==> src/rtl/bcd2bin_arb.sv <==
// Two-requester round-robin front end for a shared BCD-to-binary core.
// Captures one operand per transaction, waits for a core_done rising edge or a timeout, returns the result.
module bcd2bin_arb #(
  parameter int unsigned TIMEOUT = 64
) (
  input  logic        clk,
  input  logic        rst,
  input  logic        req0,
  input  logic        req1,
  input  logic [19:0] a0,
  input  logic [19:0] a1,
  output logic        ack0,
  output logic        ack1,
  output logic        valid0,
  output logic        valid1,
  output logic [16:0] res,
  output logic        err,
  output logic        busy,
  output logic        core_init,
  output logic [19:0] core_A,
  input  logic [16:0] core_result,
  input  logic        core_done
);

  typedef enum logic [1:0] {IDLE, START, WAIT, RESP} state_t;

  state_t      state_q, state_d;
  logic        last_q, last_d;
  logic        grant_q, grant_d;
  logic [1:0]  ack_q, ack_d;
  logic [1:0]  valid_q, valid_d;
  logic [16:0] res_q, res_d;
  logic        err_q, err_d;
  logic        init_q, init_d;
  logic [19:0] core_a_q, core_a_d;
  logic [7:0]  cnt_q, cnt_d;
  logic        done_q;

  logic win, done_rise;

  // On a tie the requester that did not win last time gets the grant.
  assign win       = (req0 && req1) ? ~last_q : req1;
  assign done_rise = core_done && !done_q;

  always_ff @(posedge clk or negedge rst) begin
    if (!rst) begin
      state_q  <= IDLE;
      last_q   <= 1'b1;
      grant_q  <= 1'b0;
      ack_q    <= '0;
      valid_q  <= '0;
      res_q    <= '0;
      err_q    <= 1'b0;
      init_q   <= 1'b0;
      core_a_q <= '0;
      cnt_q    <= '0;
      done_q   <= 1'b0;
    end else begin
      state_q  <= state_d;
      last_q   <= last_d;
      grant_q  <= grant_d;
      ack_q    <= ack_d;
      valid_q  <= valid_d;
      res_q    <= res_d;
      err_q    <= err_d;
      init_q   <= init_d;
      core_a_q <= core_a_d;
      cnt_q    <= cnt_d;
      done_q   <= core_done;
    end
  end

  always_comb begin
    state_d  = state_q;
    last_d   = last_q;
    grant_d  = grant_q;
    ack_d    = '0;
    valid_d  = '0;
    res_d    = res_q;
    err_d    = err_q;
    init_d   = 1'b0;
    core_a_d = core_a_q;
    cnt_d    = cnt_q;
    case (state_q)
      IDLE: begin
        if (req0 || req1) begin
          grant_d      = win;
          last_d       = win;
          core_a_d     = win ? a1 : a0;
          ack_d[win]   = 1'b1;
          state_d      = START;
        end
      end
      START: begin
        init_d  = 1'b1;
        cnt_d   = '0;
        state_d = WAIT;
      end
      WAIT: begin
        // A completion edge wins over a timeout landing on the same cycle.
        if (done_rise) begin
          res_d            = core_result;
          err_d            = 1'b0;
          valid_d[grant_q] = 1'b1;
          state_d          = RESP;
        end else if (cnt_q == 8'(TIMEOUT - 1)) begin
          res_d            = '0;
          err_d            = 1'b1;
          valid_d[grant_q] = 1'b1;
          state_d          = RESP;
        end else begin
          cnt_d = cnt_q + 8'd1;
        end
      end
      RESP:    state_d = IDLE;
      default: state_d = IDLE;
    endcase
  end

  assign ack0      = ack_q[0];
  assign ack1      = ack_q[1];
  assign valid0    = valid_q[0];
  assign valid1    = valid_q[1];
  assign res       = res_q;
  assign err       = err_q;
  assign busy      = (state_q != IDLE);
  assign core_init = init_q;
  assign core_A    = core_a_q;

endmodule

==> config.mk <==
export PLATFORM = sky130hd
export DESIGN_NAME = bcd2bin_arb
export DESIGN_NICKNAME = d
export VERILOG_FILES = /design/src/rtl/bcd2bin_arb.sv
export SDC_FILE = /design/constraint.sdc
export NUM_CORES = 1
export LEC_CHECK = 0
export CORE_AREA = 4 4 85 87
export DETAILED_ROUTE_END_ITERATION = 10
export DIE_AREA = 0 0 89 91
export PLACE_DENSITY = 0.83
export SLEW_MARGIN = 20
export SYNTH_ARGS = -nofsm -noshare
export SYNTH_HDL_FRONTEND = slang
export SYNTH_SLANG_ARGS = --single-unit
==> constraint.sdc <==
create_clock -name clk -period 1.8 [get_ports clk]
set_input_delay 0.18 -clock clk [delete_from_list [all_inputs] [get_ports clk]]
set_output_delay 0.18 -clock clk [all_outputs]
set_load 0.05 [all_outputs]
### Word-level counts from Yosys, hierarchy flattened

Cells that the tools add are included.

| storage, ports and cells | value |
|---|---|
| bits in registers | 56 |
| bits of input ports | 62 |
| output and inout bits | 44 |
| logic and storage cells | 62 |

| operators by class | value |
|---|---|
| add/sub/neg operators | 1 |
| $lt $le $gt $ge | 4 |
| eq/ne operators | 8 |
| muxes and demuxes | 23 |
| bitwise gates (word level) | 1 |
| reduce and logical (&&, ||, !) cells | 14 |

Operators with widths:

| cell | count |
|---|---|
| two-way mux 17 bit | 2 |
| two-way mux 20 bit | 1 |
| two-way mux 2 bit | 8 |
| two-way mux 8 bit | 2 |
| one-hot mux 8 bit (2 select lines) | 1 |
| adder 8 x 1 -> 8 bit, second input constant | 1 |
| == test 8 x 6 -> 1 bit, second input constant | 1 |
| one-hot mux 2 bit (4 select lines) | 1 |
| two-way mux 1 bit | 6 |
| != test 2 bit, second input constant | 3 |
| AND reduction 2 bit | 3 |
| nonzero test 2 bit | 3 |
| == test 2 bit, second input constant | 2 |
| logical AND 1 bit | 4 |
| < comparator 1 x 2 -> 1 bit, second input constant | 2 |
| != test 3 bit, second input constant | 1 |
| AND reduction 3 bit | 1 |
| demux 1 bit (select 1 bit) | 2 |
| == test 2 x 1 -> 1 bit, second input constant | 1 |
| greater-or-equal comparator 1 bit, second input constant | 2 |
| zero test 2 bit | 1 |
| zero test 1 bit | 1 |
| logical OR 1 bit | 1 |
| inverter 1 bit | 1 |

### Depth between registers and ports, before layout

| depth | value |
|---|---|
| word-level depth | 8 |
| mapped depth | 8 |
| depth with buffers taken out | 6 |

### Least setup slack after synthesis

No wires, ideal clock.

| timing path | value |
|---|---|
| kind | reg2reg |
| start point | register cnt_q[0] |
| end point | register state_q[1] |
| library setup time | 0.128 ns |
| data arrival time | 1.580 ns |
| required time | 1.672 ns |
| setup slack | 0.092 ns |
| cell stages (with the launch flop) | 6 |
| buffers on the path | 0 |
| period minus slack after synthesis | 1.708 ns |
| cells stage by stage | dfrtp_1 > ha_1 > nand3_1 > or2_1 > a32oi_2 > mux2_1 |

| on the way | value |
|---|---|
| cells in the longest elaborated chain, start to end | 3 |

Ends and longest elaborated chain:

| element | line | source |
|---|---|---|
| start, declared | 36 | `logic [7:0] cnt_q, cnt_d;` |
| start signal, assigned | 68 | `cnt_q <= cnt_d;` |
| == test 8 x 6 -> 1 bit | 106 | `end else if (cnt_q == 8'(TIMEOUT - 1)) begin` |
| != test 3 bit (no source line) | -- |  |
| AND reduction 2 bit (no source line) | -- |  |
| end signal, assigned | 59 | `state_q <= state_d;` |
| end, declared | 27 | `state_t state_q, state_d;` |

Every way passes these cells.
A chain may end at the register's enable or synchronous reset.

### Worst setup path after layout

| timing path | value |
|---|---|
| start point | register core_a_q[2], in the netlist core_A[2] |
| end point | output core_A[2] |

RTL lines:

| element | line | source |
|---|---|---|
| start, declared | 35 | `logic [19:0] core_a_q, core_a_d;` |
| start signal, assigned | 67 | `core_a_q <= core_a_d;` |
| end, declared | 20 | `output logic [19:0] core_A,` |

No word-level cell between the ends.

==> impl_results.md <==
* Nets at between 300 and 400
* Slew Limit Fails at 0
* Slowest stage delay, CP at approximately 0.83 ns
* Largest net degree at the start of global routing at 47
* Clock tree root driver cell: clkbuf_8
* Crit. Startpoint: core_A[2]
* Crit path capture: core_A[2]
* Dpl cells at roughly 380
* Pwr Total at 6.67 mW
* Non-filler cells, final at approximately 390
* Cell Pwr Density at around 1800 mW/mm2
* Worst Path Arrival at ~1.5 ns
* Syn Area/Cell at 11.9 um2
* Initial antenna violation count at 0
* First-pass GRT wire length at ~10000 um
* Die Ht at about 91 um
* Worst path buffer plus inverter count at 1
* Area Growth Syn to Fin at 54.9%
* Clk_lat worst skew at between 0.3 and 0.4 ns
* Critical R2R Capture: state_q[1]
* Min-Delay Path Class: primary input to asynchronous set/reset pin
* Util after Layout at 0.584
* Prevailing post-synth register cell: dfrtp_1
* CP startpoint kind: flip-flop
* Leak at 1.64 nW
* Instance count on the critical path at 1
* Post-CTS resize count at 0
* Mapped Cells at 202
* Clock buffer depth at 2
* RSZ-0062 raised after global routing: no
* Worst Setup End Kind: output port
* Mapped Area at roughly 0.0024 mm2
* Drt first-iter violations at between 60 and 70
* CTS tree: done
* CP Data Required Time at 1.62 ns
* Ys async rst share at 1.00
* Via count at approximately 2000
* Avg WL per Cell at 16.5 um
* Post-Syn Nets at between 200 and 300
* Hold_ws at approximately 0.28 ns
* Grt total ovfl at 0
* I/O pin count at approximately 110
* Via density at a little over 5
* Area after DPL at 0.00360 mm2
* R2r startpoint: cnt_q[0]
* Placer Congestion at approximately 0.81
* Row Count at 29
* Die Wd at roughly 89 um
* Setup tns final at 0 ns
* Vias in the first global route at approximately 2000
* Port Buffer Count at roughly 110
* Tightest Pin Transition at between 0.5 and 0.6 ns
* Kind of critical path: flip-flop to output port
* Tcrit/Tclk final at 0.943
* Final Cell Area at around 0.0037 mm2
* Max Clock Skew at 0.00632 ns
* Share of post-route cells with drive strength above 1 at 0.0860
* Final Setup Violations at 0
* Hold Fails Final Rpt at 0
* Critical path peak fanout at 2
* R2R setup slack at between 0.1 and 0.15 ns
* Worst reg-to-reg path cell count at 5
* Worst vdd ir at roughly 1200 uV
* N_diodes at 0
* Status: completed
* Antenna viol nets, final at 0
* Pre-CTS setup slack at approximately 0.14 ns
* Worst setup margin at ~0.10 ns
* Fmax achieved at ~590 MHz
* Drt first pass iters at 4
* Tot GR Track Use at 0.157
* # H-tree levels at 2
* Reg clk slew, reported paths at approximately 0.10 ns
* Synthesized flop and latch total at 56
* DP Wirelength at around 4800 um
* Max-Cap Viols at 0
* Post-synthesis sequential area ratio at 0.586
* Period minus WS final at 1.70 ns
* Number of synthesized flops with an enable pin at 0
* Initial core utilization at 0.377
* Yosys cell types at 37
* CP cell instances: clkdlybuf4s50_1
* Final WL at 6450 um
* Total die area at ~0.0081 mm2
* Yosys warning total at 0
* Top cell family by delay on the critical path: buffers and inverters
* Num CTS Buffers at 5
* Core Area at ~0.0063 mm2
* Clock sinks at 56
* Slowest CP cell: clkdlybuf4s50_1
* Max-Slew Margin vs Limit at 0.639
* DRC at 0
[Yosys cell counts (2+ instances only)]
cell type | number | share of area
o21ai_0 | 26 | 0.054
nand3_1 | 2 | 0.0042
ha_1 | 4 | 0.021
clkbuf_1 | 6 | 0.0094
dfrtp_1 | 55 | 0.57
buf_4 | 2 | 0.0063
nor2_1 | 5 | 0.0078
nand2_1 | 21 | 0.033
a21oi_1 | 2 | 0.0042
a21o_1 | 2 | 0.0063
mux2i_1 | 16 | 0.067
o31ai_1 | 4 | 0.013
nand4_1 | 2 | 0.0052
a222oi_1 | 4 | 0.017
inv_1 | 9 | 0.014
buf_2 | 2 | 0.0042
a22o_1 | 17 | 0.062
and2_1 | 3 | 0.0078
nand2b_1 | 2 | 0.0052
[worst min path at each step]
stage	end	slack, ns	start	cells past startpoint
4_1_cts	core_A[4]	0.28	rst	2
3_5_place_dp	core_A[4]	0.08	rst	1
2_1_floorplan	ack_q[0]	-0.12	rst	0
6_report	core_A[4]	0.28	rst	2
5_1_grt	core_A[4]	0.30	rst	2
3_3_place_gp	core_A[4]	0.08	rst	1
[registers in the layout, indices dropped and copies added, names as in the netlist]
| register | flops |
|---|---|
| valid_q | 2 |
| core_init | 1 |
| grant_q | 1 |
| err | 1 |
| done_q | 1 |
| state_q | 2 |
| cnt_q | 8 |
| res | 17 |
| ack_q | 2 |
| last_q | 1 |
| core_A | 20 |
[layout by cell type, fill, tap and decap left out, drive strengths merged, types with 3 or more instances in the layout]
master,instances
dfrtp,55
o31ai,4
a22o,17
buf,10
a222oi,4
clkdlybuf4s50,103
and2,3
ha,4
o21ai,27
clkbuf,7
inv,10
mux2i,16
nand2,21
a21oi,3
nor2,6
[cell families after synthesis]
kind of cell / Yosys count / synth area share
AOI/OAI and AO/OA: 63 / 0.194
DFF: 56 / 0.586
and+or+nand+nor: 42 / 0.0925
buffers and inverters: 20 / 0.0355
muxes: 17 / 0.0716
adders and majority gates: 4 / 0.0209
[what timing repair did]
action	in CTS	in global routing
hold buffers	1	0
hold endpoints to repair	10	0
buffers inserted	0	1
setup endpoints to repair	0	2
[where the power goes]
group | internal [mW] | switching [mW] | total [mW]
sequential | 1.76 | 0.279 | 2.03
combinational | 1.45 | 2.48 | 3.93
clock | 0.314 | 0.395 | 0.709
[layer usage]
layer  global-route usage  up-vias  share of wire
li1                     -      953              -
met1                0.189      949           0.39
met2                0.271       63           0.52
met3               0.0326       14          0.062
met4               0.0596        0          0.026
met5                    0        -              0
[cell type report]
| class | count | area, um2 |
|---|---|---|
| sequential | 56 | 1400 |
| inverter | 10 | 37.5 |
| timing repair buffer | 114 | 1160 |
| multi-input combinational | 126 | 915 |
| clock buffer | 7 | 86.3 |
| tap | 77 | 96.3 |
| clock inverter | 1 | 7.51 |
| fill | 532 | 2640 |
Note: power is estimated with default switching activity, not from simulation.
